==> src/rtl/clkdiv_pkg.sv <==
// Shared constants and the channel-index width helper for the clk_div_bank family.
package clkdiv_pkg;

    localparam int CLKDIV_CW          = 27;
    localparam int CLKDIV_DEFAULT_DIV = 50;

    // Channel index needs at least one bit even for a single-channel bank.
    function automatic int clkdiv_chw(input int n);
        if (n <= 1) return 1;
        return $clog2(n);
    endfunction

endpackage

==> src/rtl/clkdiv_channel.sv <==
// One clock-enable channel: period counter, square-wave/tick outputs and a
// pending divisor that is applied only at the channel's own period boundary.
module clkdiv_channel
    import clkdiv_pkg::*;
#(
    parameter int CW          = CLKDIV_CW,
    parameter int DEFAULT_DIV = CLKDIV_DEFAULT_DIV
) (
    input  logic          i_clk,
    input  logic          i_rst_n,
    input  logic          i_sync,
    input  logic          i_wr,
    input  logic [CW-1:0] i_wdiv,
    output logic          o_clk_out,
    output logic          o_tick,
    output logic          o_pend
);

    logic [CW-1:0] r_div;
    logic [CW-1:0] r_cnt;
    logic [CW-1:0] r_pdiv;
    logic          r_pend;
    logic          r_clk;
    logic          r_tick;
    logic          w_stopped;
    logic          w_wrap;

    assign w_stopped = (r_div == '0);
    assign w_wrap    = !w_stopped && (r_cnt == r_div - CW'(1));

    // Stage p0: counter, outputs and divisor hand-over share one register stage.
    always_ff @(posedge i_clk) begin
        if (!i_rst_n) begin
            r_div  <= CW'(DEFAULT_DIV);
            r_cnt  <= '0;
            r_pend <= 1'b0;
            r_clk  <= 1'b0;
            r_tick <= 1'b0;
        end else begin
            if (i_sync || w_stopped) begin
                // A stopped channel and a sync pulse both park at phase zero and take any pending divisor.
                r_cnt  <= '0;
                r_clk  <= 1'b0;
                r_tick <= 1'b0;
                if (r_pend) begin
                    r_div  <= r_pdiv;
                    r_pend <= 1'b0;
                end
            end else if (w_wrap) begin
                r_cnt <= '0;
                if (r_pend && (r_pdiv == '0)) begin
                    r_clk  <= 1'b0;
                    r_tick <= 1'b0;
                end else begin
                    r_clk  <= ~r_clk;
                    r_tick <= 1'b1;
                end
                if (r_pend) begin
                    r_div  <= r_pdiv;
                    r_pend <= 1'b0;
                end
            end else begin
                r_cnt  <= r_cnt + CW'(1);
                r_tick <= 1'b0;
            end
            // Writes are only strobed while not pending, so this never races the apply above.
            if (i_wr) begin
                r_pend <= 1'b1;
            end
        end
    end

    always_ff @(posedge i_clk) begin
        if (i_wr) begin
            r_pdiv <= i_wdiv;
        end
    end

    assign o_clk_out = r_clk;
    assign o_tick    = r_tick;
    assign o_pend    = r_pend;

endmodule

==> src/rtl/clk_div_bank.sv <==
// Multi-channel programmable clock-enable generator with valid/ready divisor loading.
// Define CLKDIV_SYNC_EN to add the 'sync' input that phase-aligns every channel.
module clk_div_bank
    import clkdiv_pkg::*;
#(
    parameter  int NUM_CH      = 4,
    parameter  int CW          = CLKDIV_CW,
    parameter  int DEFAULT_DIV = CLKDIV_DEFAULT_DIV,
    localparam int CHW         = clkdiv_chw(NUM_CH)
) (
    input  logic              clk_in,
    input  logic              rst_n,
`ifdef CLKDIV_SYNC_EN
    input  logic              sync,
`endif
    input  logic              cfg_valid,
    output logic              cfg_ready,
    input  logic [CHW-1:0]    cfg_ch,
    input  logic [CW-1:0]     cfg_div,
    output logic [NUM_CH-1:0] clk_out,
    output logic [NUM_CH-1:0] tick,
    output logic [NUM_CH-1:0] pending
);

    logic              w_sync;
    logic              w_busy;
    logic [NUM_CH-1:0] w_wr;

`ifdef CLKDIV_SYNC_EN
    assign w_sync = sync;
`else
    assign w_sync = 1'b0;
`endif

    // Out-of-range channel indices match no strobe: always ready, write dropped.
    always_comb begin
        w_busy = 1'b0;
        w_wr   = '0;
        for (int i = 0; i < NUM_CH; i++) begin
            if (cfg_ch == CHW'(i)) begin
                w_busy = pending[i];
            end
        end
        cfg_ready = rst_n & ~w_busy;
        for (int i = 0; i < NUM_CH; i++) begin
            w_wr[i] = cfg_valid & cfg_ready & (cfg_ch == CHW'(i));
        end
    end

    for (genvar g = 0; g < NUM_CH; g++) begin : g_ch
        clkdiv_channel #(
            .CW          (CW),
            .DEFAULT_DIV (DEFAULT_DIV)
        ) u_ch (
            .i_clk     (clk_in),
            .i_rst_n   (rst_n),
            .i_sync    (w_sync),
            .i_wr      (w_wr[g]),
            .i_wdiv    (cfg_div),
            .o_clk_out (clk_out[g]),
            .o_tick    (tick[g]),
            .o_pend    (pending[g])
        );
    end

endmodule

==> config.mk <==
export PLATFORM = sky130hd
export DESIGN_NAME = clk_div_bank
export DESIGN_NICKNAME = d
export VERILOG_FILES = /design/src/rtl/clkdiv_pkg.sv /design/src/rtl/clkdiv_channel.sv /design/src/rtl/clk_div_bank.sv
export SDC_FILE = /design/constraint.sdc
export NUM_CORES = 1
export LEC_CHECK = 0
export CORE_MARGIN = 10
export CORE_UTILIZATION = 56
export CTS_CLUSTER_SIZE = 10
export DETAILED_ROUTE_END_ITERATION = 7
export GPL_ROUTABILITY_DRIVEN = 0
export GPL_TIMING_DRIVEN = 0
export PLACE_DENSITY = 0.76
export SLEW_MARGIN = 15
export SYNTH_ARGS = -nofsm -noshare
export SYNTH_HDL_FRONTEND = slang
export SYNTH_SLANG_ARGS = --single-unit
==> constraint.sdc <==
create_clock -name clk_in -period 3.9 [get_ports clk_in]
set_clock_uncertainty 0.15 [all_clocks]
set_input_delay 0.585 -clock clk_in [delete_from_list [all_inputs] [get_ports clk_in]]
set_output_delay 0.585 -clock clk_in [all_outputs]
set_load 0.02 [all_outputs]
==> results of run 1 <==
report_power, final:
part	internal, mW	leakage (nW)	total (mW)	switching [mW]
Clock	1.92	0.540	3.33	1.41
Sequential	3.65	2.82	3.68	0.0306
Combinational	0.0846	3.46	0.254	0.169
Total	5.65	6.81	7.26	1.61
kinds of logic after synthesis:
kind of cell	count (synthesis)	synth area share [%]
simple gates	828	24.4
fa+ha+maj	12	0.882
compound gates	203	8.38
mux	83	4.97
flops	336	45.9
xor+xnor	223	11.5
buf+inv	146	3.96
timing repair:
action,4_1_cts,5_1_grt
setup endpoints to repair,87,170
setup buffers,0,21
pin swaps,0,6
gates resized for setup,8,23
gates cloned,0,0
hold buffers,0,0
worst max-delay path by stage:
stage | start | end | slack, ns | depth (start not counted)
global route | g_ch[0].u_ch.r_div[0] | g_ch[0].u_ch.r_cnt[14] | -0.10 | 11
CTS | g_ch[0].u_ch.r_div[0] | g_ch[0].u_ch.r_div[25] | 0.01 | 11
global placement | rst_n | g_ch[1].u_ch.r_pdiv[3] | -1.08 | 6
finish | g_ch[0].u_ch.r_div[0] | g_ch[0].u_ch.r_div[25] | 0.06 | 11
floorplan | rst_n | g_ch[1].u_ch.r_pdiv[0] | 0.36 | 5
detailed placement | rst_n | g_ch[3].u_ch.r_pdiv[0] | -0.50 | 6
stage by stage:
step / hold WS [ns] / setup WS, ns
2_1_floorplan: 0.290 / 0.365
3_3_place_gp: 0.302 / -1.08
3_5_place_dp: 0.320 / -0.499
4_1_cts: 0.333 / 0.0145
5_1_grt: 0.359 / -0.102
6_report: 0.328 / 0.0555
registers in the layout, indices dropped and copies added, names as in the netlist:
name	cells
g_ch.u_ch.r_cnt	108
g_ch.u_ch.r_div	108
g_ch.u_ch.r_pdiv	108
g_ch.u_ch.o_clk_out	4
g_ch.u_ch.o_pend	4
g_ch.u_ch.o_tick	4
cell type report:
class	count	area (um^2)
Buffer	93	483
Clock buffer	66	1100
Clock inverter	3	33.8
Fill cell	2357	10400
Inverter	50	189
Multi-Input combinational cell	1349	8710
Sequential cell	336	7810
Tap cell	390	488
Timing Repair Buffer	68	639
metal layers:
layer / part of all wire [%] / GRT usage (%) / up-vias / routed length, um
met2: 46 / 35.6 / 534 / 20000
met3: 8.3 / 4.61 / 98 / 3620
met5: 0 / 0 / - / 0
met4: 2.5 / 6.50 / 0 / 1070
met1: 43 / 28.4 / 6842 / 18800
li1: - / - / 6758 / -
placed cells by master (no fill, tap or decap), types with 7 or more instances in the layout:
| cell type | synthesis | layout |
|---|---|---|
| sky130_fd_sc_hd__a21oi_1 | 37 | 37 |
| sky130_fd_sc_hd__nand4b_1 | 9 | 9 |
| sky130_fd_sc_hd__and3_1 | 36 | 36 |
| sky130_fd_sc_hd__nand2_1 | 203 | 203 |
| sky130_fd_sc_hd__nand2b_1 | 14 | 14 |
| sky130_fd_sc_hd__clkdlybuf4s50_1 | 0 | 44 |
| sky130_fd_sc_hd__a31oi_1 | 10 | 10 |
| sky130_fd_sc_hd__o21ai_0 | 40 | 40 |
| sky130_fd_sc_hd__a31o_2 | 7 | 7 |
| sky130_fd_sc_hd__ha_1 | 12 | 12 |
| sky130_fd_sc_hd__xor2_1 | 97 | 97 |
| sky130_fd_sc_hd__nand4_1 | 41 | 41 |
| sky130_fd_sc_hd__clkbuf_16 | 0 | 40 |
| sky130_fd_sc_hd__mux2i_1 | 80 | 80 |
| sky130_fd_sc_hd__or3_1 | 24 | 23 |
| sky130_fd_sc_hd__o22ai_1 | 10 | 10 |
| sky130_fd_sc_hd__and4_1 | 8 | 8 |
| sky130_fd_sc_hd__clkbuf_1 | 59 | 79 |
| sky130_fd_sc_hd__inv_1 | 49 | 49 |
| sky130_fd_sc_hd__or2_2 | 8 | 8 |
| sky130_fd_sc_hd__nand3_1 | 82 | 80 |
| sky130_fd_sc_hd__o31a_1 | 7 | 7 |
| sky130_fd_sc_hd__o211ai_1 | 10 | 10 |
| sky130_fd_sc_hd__edfxtp_1 | 108 | 108 |
| sky130_fd_sc_hd__nor2_1 | 216 | 215 |
| sky130_fd_sc_hd__buf_4 | 19 | 41 |
| sky130_fd_sc_hd__dfxtp_1 | 228 | 228 |
| sky130_fd_sc_hd__nor4b_1 | 13 | 11 |
| sky130_fd_sc_hd__or4_1 | 18 | 18 |
| sky130_fd_sc_hd__nor3_1 | 51 | 49 |
| sky130_fd_sc_hd__a211oi_1 | 10 | 10 |
| sky130_fd_sc_hd__nor4_1 | 68 | 60 |
| sky130_fd_sc_hd__xnor2_1 | 126 | 126 |
| sky130_fd_sc_hd__o211a_1 | 7 | 7 |
| sky130_fd_sc_hd__buf_2 | 13 | 11 |
| sky130_fd_sc_hd__nor4_2 | 3 | 7 |
critical path, cell delays in order, from the launching register on:
cell	delay, ns
sky130_fd_sc_hd__dfxtp_1	0.37
sky130_fd_sc_hd__inv_1	0.11
sky130_fd_sc_hd__ha_1	0.23
sky130_fd_sc_hd__or4b_2	0.70
sky130_fd_sc_hd__nor4_2	0.22
sky130_fd_sc_hd__xnor2_1	0.10
sky130_fd_sc_hd__nor4_1	0.35
sky130_fd_sc_hd__o2111ai_1	0.22
sky130_fd_sc_hd__o41ai_1	0.53
sky130_fd_sc_hd__buf_2	0.31
sky130_fd_sc_hd__nand3_2	0.22
sky130_fd_sc_hd__o22ai_1	0.23
==> metrics.log, run 1 <==
INFO  metric run_status = completed
INFO  metric maxSlewViolCount = 0
INFO  metric report.power.total = 7.26 mW
INFO  metric reg2reg_from = g_ch[0].u_ch.r_div[0]
INFO  metric synth_top_area_share = 26.8%
INFO  metric postRouteAntennaNets = 0
INFO  metric placement_stage_cell_area = 18000 um^2
INFO  metric port-buffer-count = 44
INFO  metric grt_max_degree = 29
INFO  metric syn_area = 17000 um^2
INFO  metric synth_enable_flop_cells = 108
INFO  metric final_min_period_over_clock_period = 98.6%
INFO  metric die_width = 194 um
INFO  metric core.rowCount = 63
INFO  metric global_route_wire_length_before_repair = 69500 um
INFO  metric setup_viol_count_final = 0
INFO  metric design.core.area = 29800 um^2
INFO  metric reg2reg_depth = 11
INFO  metric grt_setup_unrepaired = yes
INFO  metric accumulated_negative_setup_slack = 0 ns
INFO  metric detail_route.drc_violations = 0
INFO  metric synth_cell_type_count = 80
INFO  metric cts.path.max_buffers = 3
INFO  metric start_kind = flop
INFO  metric worstSetupPathType = reg2reg
INFO  metric start_util = 57.1%
INFO  metric synth_sequential_area_ratio = 45.9%
INFO  metric remaining_overflow_grt = 0
INFO  metric min-delay-path-class = reg2reg
INFO  metric min_delay_startpoint = g_ch[1].u_ch.r_cnt[0]
INFO  metric hold_end = g_ch[1].u_ch.r_cnt[0]
INFO  metric arrival = 4.15 ns
INFO  metric power_leakage = 6.81 nW
INFO  metric critical_path_required = 4.20 ns
INFO  metric postLayoutCellArea = 19400 um^2
INFO  metric nets = 1982
INFO  metric post-synth-top-area-cell = sky130_fd_sc_hd__dfxtp_1
INFO  metric antenna_found_initial = 0
INFO  metric vias_per_cell = 6.04
INFO  metric power.density = 373 nW/um^2
INFO  metric count_of_routing_violations_after_the_opening_detailed_route_iteration = 1198
INFO  metric tightestPinTransition = 0.844 ns
INFO  metric synth_common_cells = sky130_fd_sc_hd__dfxtp_1 (228), sky130_fd_sc_hd__nor2_1 (216), sky130_fd_sc_hd__nand2_1 (203)
INFO  metric max_freq = 260 MHz
INFO  metric ys_warn_count = 0
INFO  metric worst_ir_drop_vdd = 0.338 mV
INFO  metric grt_util_all_layers = 21.8%
INFO  metric synthMostInstantiatedCell = sky130_fd_sc_hd__dfxtp_1
INFO  metric crit-reg2reg-capture = g_ch[0].u_ch.r_div[25]
INFO  metric cts.clk_slew.worst_paths = 0.06 ns
INFO  metric clk-insertion-delay-late = 0.53 ns
INFO  metric hpwl = 31400 um
INFO  metric postSynthCellCount = 1831
INFO  metric wire_per_inst = 18.5 um
INFO  metric cts_root_buf = sky130_fd_sc_hd__clkbuf_16
INFO  metric cts_num_sinks = 336
INFO  metric synth-async-reset-ratio = 0%
INFO  metric synthesized_nets = 1875
INFO  metric io_pins = 45
INFO  metric worstSetupEndpointType = flop
INFO  metric number_of_buffers_created_by_cts = 40
INFO  metric syn-mean-instance-area = 9.29 um^2
INFO  metric period_needed = 3.84 ns
INFO  metric layout-drive-gt1-share = 8.30%
INFO  metric first_global_vias = 13800
INFO  metric finalCoreUtilization = 65.3%
INFO  metric placed_cells = 2268
INFO  metric timing.max_cap.violations = 0
INFO  metric postSynthRegisterBits = 336
INFO  metric slack_of_the_worst_reg_to_reg_path = 0.06 ns
INFO  metric die_h = 194 um
INFO  metric slew_headroom = 43.7%
INFO  metric ys_top_cells_by_area = sky130_fd_sc_hd__dfxtp_1 (27%), sky130_fd_sc_hd__edfxtp_1 (19%), sky130_fd_sc_hd__xnor2_1 (6.5%)
INFO  metric num_vias = 14200
INFO  metric hold_viol = 0
INFO  metric die-area = 37800 um^2
INFO  metric timing.critical_path.fanout_max = 10
INFO  metric layout-area-overhead-vs-synth = 14.3%
INFO  metric ctsHtreeMaxLevel = 2
INFO  metric finalWirelength = 43600 um
INFO  metric postSynth.topFlopCell = sky130_fd_sc_hd__dfxtp_1
INFO  metric cts_tree = yes
INFO  metric number_of_stages_on_the_worst_hold_path = 1
INFO  metric drt-pass1-iter-count = 6
INFO  metric finish.cell_count_without_fillers = 2355
INFO  metric antenna_cells = 0
No activity file was read; power rests on OpenSTA's default activity.
==> inputs of run 2 (changes only) <==
CORE_MARGIN = 3   (was 10)
==> run 2 against run 1 <==
Effect of this change:
- combinational power shrank 2%
- via count shrank 0.81%
- wire length is 3.1% lower
- clock power barely moved
- hold slack got worse by 0.012 ns
- non-clock buffer count shrank 10
- count of clock-buffer cells in the layout rose by 2
- fmax is 1.5% higher
- utilization fell by 0.15 points
- cell area shrank 0.23%
- final cell count down 0.30%
- worst setup slack improved by 0.058 ns
==> metrics.log, run 2 (same netlist as run 1, synthesis figures left out) <==
INFO  metric maxSlewViolCount = 0
INFO  metric regArea = 7810 um^2
INFO  metric timing.critical_path.fanout_max = 10
INFO  metric tightestPinTransition = 0.708 ns
INFO  metric count_of_routing_violations_after_the_opening_detailed_route_iteration = 1390
INFO  metric most_common_library_cell_in_the_layout_ignoring_fill_and_taps = sky130_fd_sc_hd__dfxtp_1
INFO  metric slowest_delay = 0.70 ns
INFO  metric reg2reg_from = g_ch[0].u_ch.r_div[0]
INFO  metric cts_num_sinks = 336
INFO  metric start_util = 57.1%
INFO  metric wire_per_inst = 18.0 um
INFO  metric path_buf_inv = 2
INFO  metric critical_path_required = 4.20 ns
INFO  metric first_global_vias = 13600
INFO  metric start_kind = flop
INFO  metric cts.clk_slew.worst_paths = 0.06 ns
INFO  metric power.density = 375 nW/um^2
INFO  metric core.rowCount = 63
INFO  metric timing.critical_path.slowest_stage_cell = sky130_fd_sc_hd__or4b_2
INFO  metric worstSetupEndpointType = flop
INFO  metric worstSetupPathType = reg2reg
INFO  metric fill_cells = 2392
INFO  metric clk-insertion-delay-late = 0.54 ns
INFO  metric postRouteAntennaNets = 0
INFO  metric cts_root_buf = sky130_fd_sc_hd__clkbuf_16
INFO  metric die_h = 180 um
INFO  metric report.power.total = 7.28 mW
INFO  metric reg_top3 = g_ch.u_ch.r_cnt x108, g_ch.u_ch.r_div x108, g_ch.u_ch.r_pdiv x108
INFO  metric crit-reg2reg-capture = g_ch[0].u_ch.r_div[26]
INFO  metric cp-endpoint = g_ch[0].u_ch.r_div[26]
INFO  metric run_status = completed
INFO  metric setup_viol_count_final = 0
INFO  metric placement_stage_cell_area = 18000 um^2
INFO  metric antenna_found_initial = 0
INFO  metric grt_util_all_layers = 25.1%
INFO  metric nets = 1972
INFO  metric depth_of_the_critical_timing_path_with_buffers_and_inverters_included = 11
INFO  metric hold_viol = 0
INFO  metric slew_headroom = 52.8%
INFO  metric power_leakage = 6.78 nW
INFO  metric min-delay-path-class = reg2reg
INFO  metric timing.max_cap.violations = 0
INFO  metric hpwl = 30600 um
INFO  metric critical_path.cell_chain = inv_1 -> ha_1 -> or4b_2 -> nor4_2 -> xnor2_1 -> nor4_1 -> o2111ai_1 -> o41ai_2 -> clkbuf_4 -> nand3_2 -> o22ai_1
INFO  metric layout-drive-gt1-share = 7.81%
INFO  metric most-common-layout-cells = sky130_fd_sc_hd__dfxtp_1 (228), sky130_fd_sc_hd__nor2_1 (215), sky130_fd_sc_hd__nand2_1 (203)
INFO  metric postLayoutCellArea = 19400 um^2
INFO  metric reg2reg_depth = 11
INFO  metric die_width = 180 um
INFO  metric final_min_period_over_clock_period = 97.1%
INFO  metric drt-pass1-iter-count = 6
INFO  metric critical_path.top_delay_family = simple AND/OR/NAND/NOR gates
INFO  metric max_freq = 264 MHz
INFO  metric ctsHtreeMaxLevel = 2
INFO  metric slack_of_the_worst_reg_to_reg_path = 0.11 ns
INFO  metric detail_route.drc_violations = 0
INFO  metric worst_hold_check_slack = 0.316 ns
INFO  metric grt_max_degree = 29
INFO  metric antenna_cells = 0
INFO  metric io_pins = 45
INFO  metric period_needed = 3.79 ns
INFO  metric remaining_overflow_grt = 0
INFO  metric num_vias = 14100
INFO  metric layout-area-overhead-vs-synth = 14.0%
INFO  metric die-area = 32500 um^2
INFO  metric port-buffer-count = 44
INFO  metric crit_path_start = g_ch[0].u_ch.r_div[0]
INFO  metric number_of_buffers_created_by_cts = 40
INFO  metric cts_tree = yes
INFO  metric cts.path.max_buffers = 3
INFO  metric multi_input_comb_area = 8710 um^2
INFO  metric global_route_wire_length_before_repair = 68200 um
INFO  metric finalWirelength = 42200 um
INFO  metric design.core.area = 29800 um^2
INFO  metric worst_ir_drop_vdd = 0.361 mV
INFO  metric arrival = 4.09 ns
INFO  metric vias_per_cell = 6.01
[run 2: cell count changes in the layout (fill, tap and decap cells not counted), sizes merged]
cell    before  now
clkbuf     123  128
clkinv       2    3
buf         60   47
[run 2: how the worst min path moves through the flow]
stage	startpoint	to	slack (ns)	cells past startpoint
after floorplan	g_ch[1].u_ch.r_cnt[0]	g_ch[1].u_ch.r_cnt[0]	0.29	1
after global placement	g_ch[1].u_ch.r_cnt[0]	g_ch[1].u_ch.r_cnt[0]	0.30	1
after detailed placement	g_ch[1].u_ch.r_cnt[0]	g_ch[1].u_ch.r_cnt[0]	0.31	1
after CTS	g_ch[1].u_ch.r_cnt[0]	g_ch[1].u_ch.r_cnt[0]	0.33	1
after global routing	g_ch[2].u_ch.o_clk_out	g_ch[2].u_ch.o_clk_out	0.33	2
final	g_ch[1].u_ch.r_cnt[0]	g_ch[1].u_ch.r_cnt[0]	0.32	1
[run 2: report_power, final]
group	internal [mW]	switching (mW)	leakage [nW]
registers	3.65	0.0300	2.82
clock network	1.97	1.37	0.555
logic	0.0839	0.166	3.40
[run 2: through the flow]
stage | worst slack, ns | utilization (%) | setup TNS (ns) | std cells
6_report | 0.114 | 65.1 | 0 | 2348
5_1_grt | -0.0530 | 65.1 | -0.157 | 2348
4_1_cts | 0.00130 | 64.5 | 0 | 2340
3_5_place_dp | -0.510 | 60.4 | -33.60 | 2268
3_3_place_gp | -1.07 | 60.3 | -89.47 | 2265
2_1_floorplan | 0.365 | - | 0 | 1831
[run 2: worst reg2reg max path, stage by stage (launching register included)]
cell	delay (ns)
sky130_fd_sc_hd__dfxtp_1	0.36
sky130_fd_sc_hd__inv_1	0.10
sky130_fd_sc_hd__ha_1	0.25
sky130_fd_sc_hd__or4b_2	0.71
sky130_fd_sc_hd__nor4_2	0.21
sky130_fd_sc_hd__xnor2_1	0.10
sky130_fd_sc_hd__nor4_1	0.34
sky130_fd_sc_hd__o2111ai_1	0.28
sky130_fd_sc_hd__o41ai_2	0.49
sky130_fd_sc_hd__clkbuf_4	0.29
sky130_fd_sc_hd__nand3_2	0.20
sky130_fd_sc_hd__o22ai_1	0.24
[run 2: metal layers]
layer  vias up  wire, um  track usage, %
met3        87      3950            5.81
met5         -        73            1.63
met2       576     19100            40.4
li1       6735         -               -
met4         2      1000            7.31
met1      6717     18000            34.1
[run 2: cell type report]
class                      count  share of cell area (%)
buffer                        94                    2.53
clock buffer                  68                    5.86
clock inverter                 4                   0.129
inverter                      50                   0.974
multi-input combinational   1349                    44.9
sequential                   336                    40.2
tap                          390                    2.52
timing repair buffer          57                    2.87
[run 2: repair_timing]
item | 4_1_cts | 5_1_grt
hold endpoints to repair | 0 | 0
setup endpoints to repair | 101 | 180
resized for setup | 9 | 25
setup buffers | 0 | 10
hold buffers | 0 | 0
pin swaps | 0 | 7
==> inputs of run 3 (changes only) <==
CORE_UTILIZATION = 58   (was 56)
CTS_BUF_LIST = sky130_fd_sc_hd__clkbuf_2   (was unset)
CTS_CLUSTER_DIAMETER = 150   (was unset)
PLACE_DENSITY = 0.79   (was 0.76)
==> run 3 against run 2 <==
Effect of this change:
- sequential share of layout area up 1.7 points
- via count shrank 0.19%
- utilization is 0.37 points lower
- largest cell class unchanged
==> metrics.log, run 3 (same netlist as run 1, synthesis figures left out) <==
INFO  metric run_status = completed
INFO  metric period_needed = 3.75 ns
INFO  metric crit-reg2reg-capture = g_ch[1].u_ch.r_cnt[18]
INFO  metric number_of_stages_on_the_worst_hold_path = 3
INFO  metric die_h = 177 um
INFO  metric antenna_found_initial = 1
INFO  metric hpwl = 30700 um
INFO  metric grt_max_degree = 29
INFO  metric hold_end = g_ch[2].u_ch.o_clk_out
INFO  metric wire_per_inst = 17.8 um
INFO  metric final_critical_path_setup_slack = 0.153 ns
INFO  metric ctsHtreeMaxLevel = 2
INFO  metric first_global_vias = 13400
INFO  metric start_kind = flop
INFO  metric tightestPinTransition = 0.776 ns
INFO  metric maxSlewViolCount = 0
INFO  metric report.power.total = 5.61 mW
INFO  metric reg_top3 = g_ch.u_ch.r_cnt x108, g_ch.u_ch.r_div x108, g_ch.u_ch.r_pdiv x108
INFO  metric slew_headroom = 47.9%
INFO  metric postLayoutCellArea = 18600 um^2
INFO  metric max_freq = 267 MHz
INFO  metric power.density = 301 nW/um^2
INFO  metric cts.clk_slew.worst_paths = 0.18 ns
INFO  metric design.core.area = 28800 um^2
INFO  metric cts_tree = yes
INFO  metric reg2reg_from = g_ch[1].u_ch.r_div[8]
INFO  metric nets = 1975
INFO  metric die-area = 31400 um^2
INFO  metric fill_cells = 2381
INFO  metric start_util = 59.1%
INFO  metric hold_viol = 0
INFO  metric port-buffer-count = 44
INFO  metric grt_util_all_layers = 26.0%
INFO  metric power_leakage = 6.52 nW
INFO  metric clk-insertion-delay-late = 0.88 ns
INFO  metric most-common-layout-cells = sky130_fd_sc_hd__dfxtp_1 (228), sky130_fd_sc_hd__nor2_1 (215), sky130_fd_sc_hd__nand2_1 (203)
INFO  metric count_of_routing_violations_after_the_opening_detailed_route_iteration = 1270
INFO  metric global_route_wire_length_before_repair = 66600 um
INFO  metric final_min_period_over_clock_period = 96.1%
INFO  metric slack_of_the_worst_reg_to_reg_path = 0.15 ns
INFO  metric num_vias = 14100
INFO  metric cts_num_sinks = 336
INFO  metric setup_viol_count_final = 0
INFO  metric most_common_library_cell_in_the_layout_ignoring_fill_and_taps = sky130_fd_sc_hd__dfxtp_1
INFO  metric timing.critical_path.fanout_max = 10
INFO  metric worstSetupEndpointType = flop
INFO  metric multi_input_comb_area = 8710 um^2
INFO  metric worstSetupPathType = reg2reg
INFO  metric arrival = 4.35 ns
INFO  metric accumulated_negative_setup_slack = 0 ns
INFO  metric reg2reg_depth = 10
INFO  metric postRouteAntennaNets = 0
INFO  metric timing.max_cap.violations = 0
INFO  metric detailedPlace.worstSlack = -0.504 ns
INFO  metric vias_per_cell = 6.03
INFO  metric regArea = 7810 um^2
INFO  metric layout-drive-gt1-share = 9.02%
INFO  metric worst_ir_drop_vdd = 0.254 mV
INFO  metric io_pins = 45
INFO  metric min_delay_startpoint = rst_n
INFO  metric worst_hold_check_slack = 0.328 ns
INFO  metric critical_path_required = 4.50 ns
INFO  metric remaining_overflow_grt = 0
INFO  metric die_width = 177 um
INFO  metric detail_route.drc_violations = 0
INFO  metric number_of_buffers_created_by_cts = 39
INFO  metric cts_root_buf = sky130_fd_sc_hd__clkbuf_2
INFO  metric min-delay-path-class = in2reg
INFO  metric placement_stage_cell_area = 18000 um^2
INFO  metric core.rowCount = 62
INFO  metric layout-area-overhead-vs-synth = 9.52%
INFO  metric finalWirelength = 41600 um
INFO  metric hold_buffers = 0
INFO  metric drt-pass1-iter-count = 6
INFO  metric cts.path.max_buffers = 3
[run 3: layout make-up]
class                           instances  share of cell area, %
Antenna cell                            1                 0.0134
Multi-Input combinational cell       1349                   46.7
Clock inverter                          3                  0.342
Timing Repair Buffer                   62                   3.24
Inverter                               50                   1.01
Sequential cell                       336                   41.9
Tap cell                              384                   2.58
Buffer                                 93                   2.61
Clock buffer                           59                   1.58
[run 3: metal layers]
layer | up-vias | wire length [um] | global-route usage [%]
met5 | - | 0 | 0
met1 | 6749 | 18000 | 35.8
met3 | 74 | 3690 | 5.64
met4 | 0 | 916 | 6.05
met2 | 537 | 19000 | 42.3
li1 | 6730 | - | -
[run 3: metrics by stage]
step / utilization (%) / cells
after floorplan: - / 1831
after global placement: 62.4 / 2259
after detailed placement: 62.5 / 2261
after CTS: 63.9 / 2324
after global routing: 64.7 / 2337
final: 64.7 / 2337
[run 3: worst max-delay path, cell delays in order, from the launching register on]
cell and delay [ns]:
sky130_fd_sc_hd__dfxtp_1 0.42, sky130_fd_sc_hd__nor4_4 0.59, sky130_fd_sc_hd__nand3_4 0.24, sky130_fd_sc_hd__or3_1 0.40, sky130_fd_sc_hd__a2111o_1 0.47, sky130_fd_sc_hd__a211oi_1 0.40
sky130_fd_sc_hd__nand4b_1 0.25, sky130_fd_sc_hd__nand2b_1 0.12, sky130_fd_sc_hd__buf_2 0.24, sky130_fd_sc_hd__buf_2 0.27, sky130_fd_sc_hd__nor2_1 0.07
[run 3: report_power, final]
part | total [mW] | leakage, nW | switching [mW] | internal, mW
Sequential | 3.68 | 2.82 | 0.0302 | 3.65
Combinational | 0.251 | 3.43 | 0.165 | 0.0856
Clock | 1.68 | 0.278 | 1.16 | 0.521
Total | 5.61 | 6.52 | 1.36 | 4.26
[run 3: timing repair]
item,4_1_cts,5_1_grt
buffers inserted,1,15
resized for setup,8,22
pin swaps,1,8
endpoints found under the setup margin,120,170
[run 3: how the worst max path moves through the flow]
stage / start / end / slack (ns)
2_1_floorplan: rst_n / g_ch[1].u_ch.r_pdiv[0] / 0.36
3_3_place_gp: rst_n / g_ch[1].u_ch.r_pdiv[3] / -1.11
3_5_place_dp: rst_n / g_ch[3].u_ch.r_pdiv[3] / -0.50
4_1_cts: g_ch[0].u_ch.r_div[0] / g_ch[0].u_ch.r_div[9] / -0.0004
5_1_grt: g_ch[0].u_ch.r_div[9] / g_ch[0].u_ch.r_div[16] / -0.03
6_report: g_ch[1].u_ch.r_div[8] / g_ch[1].u_ch.r_cnt[18] / 0.15
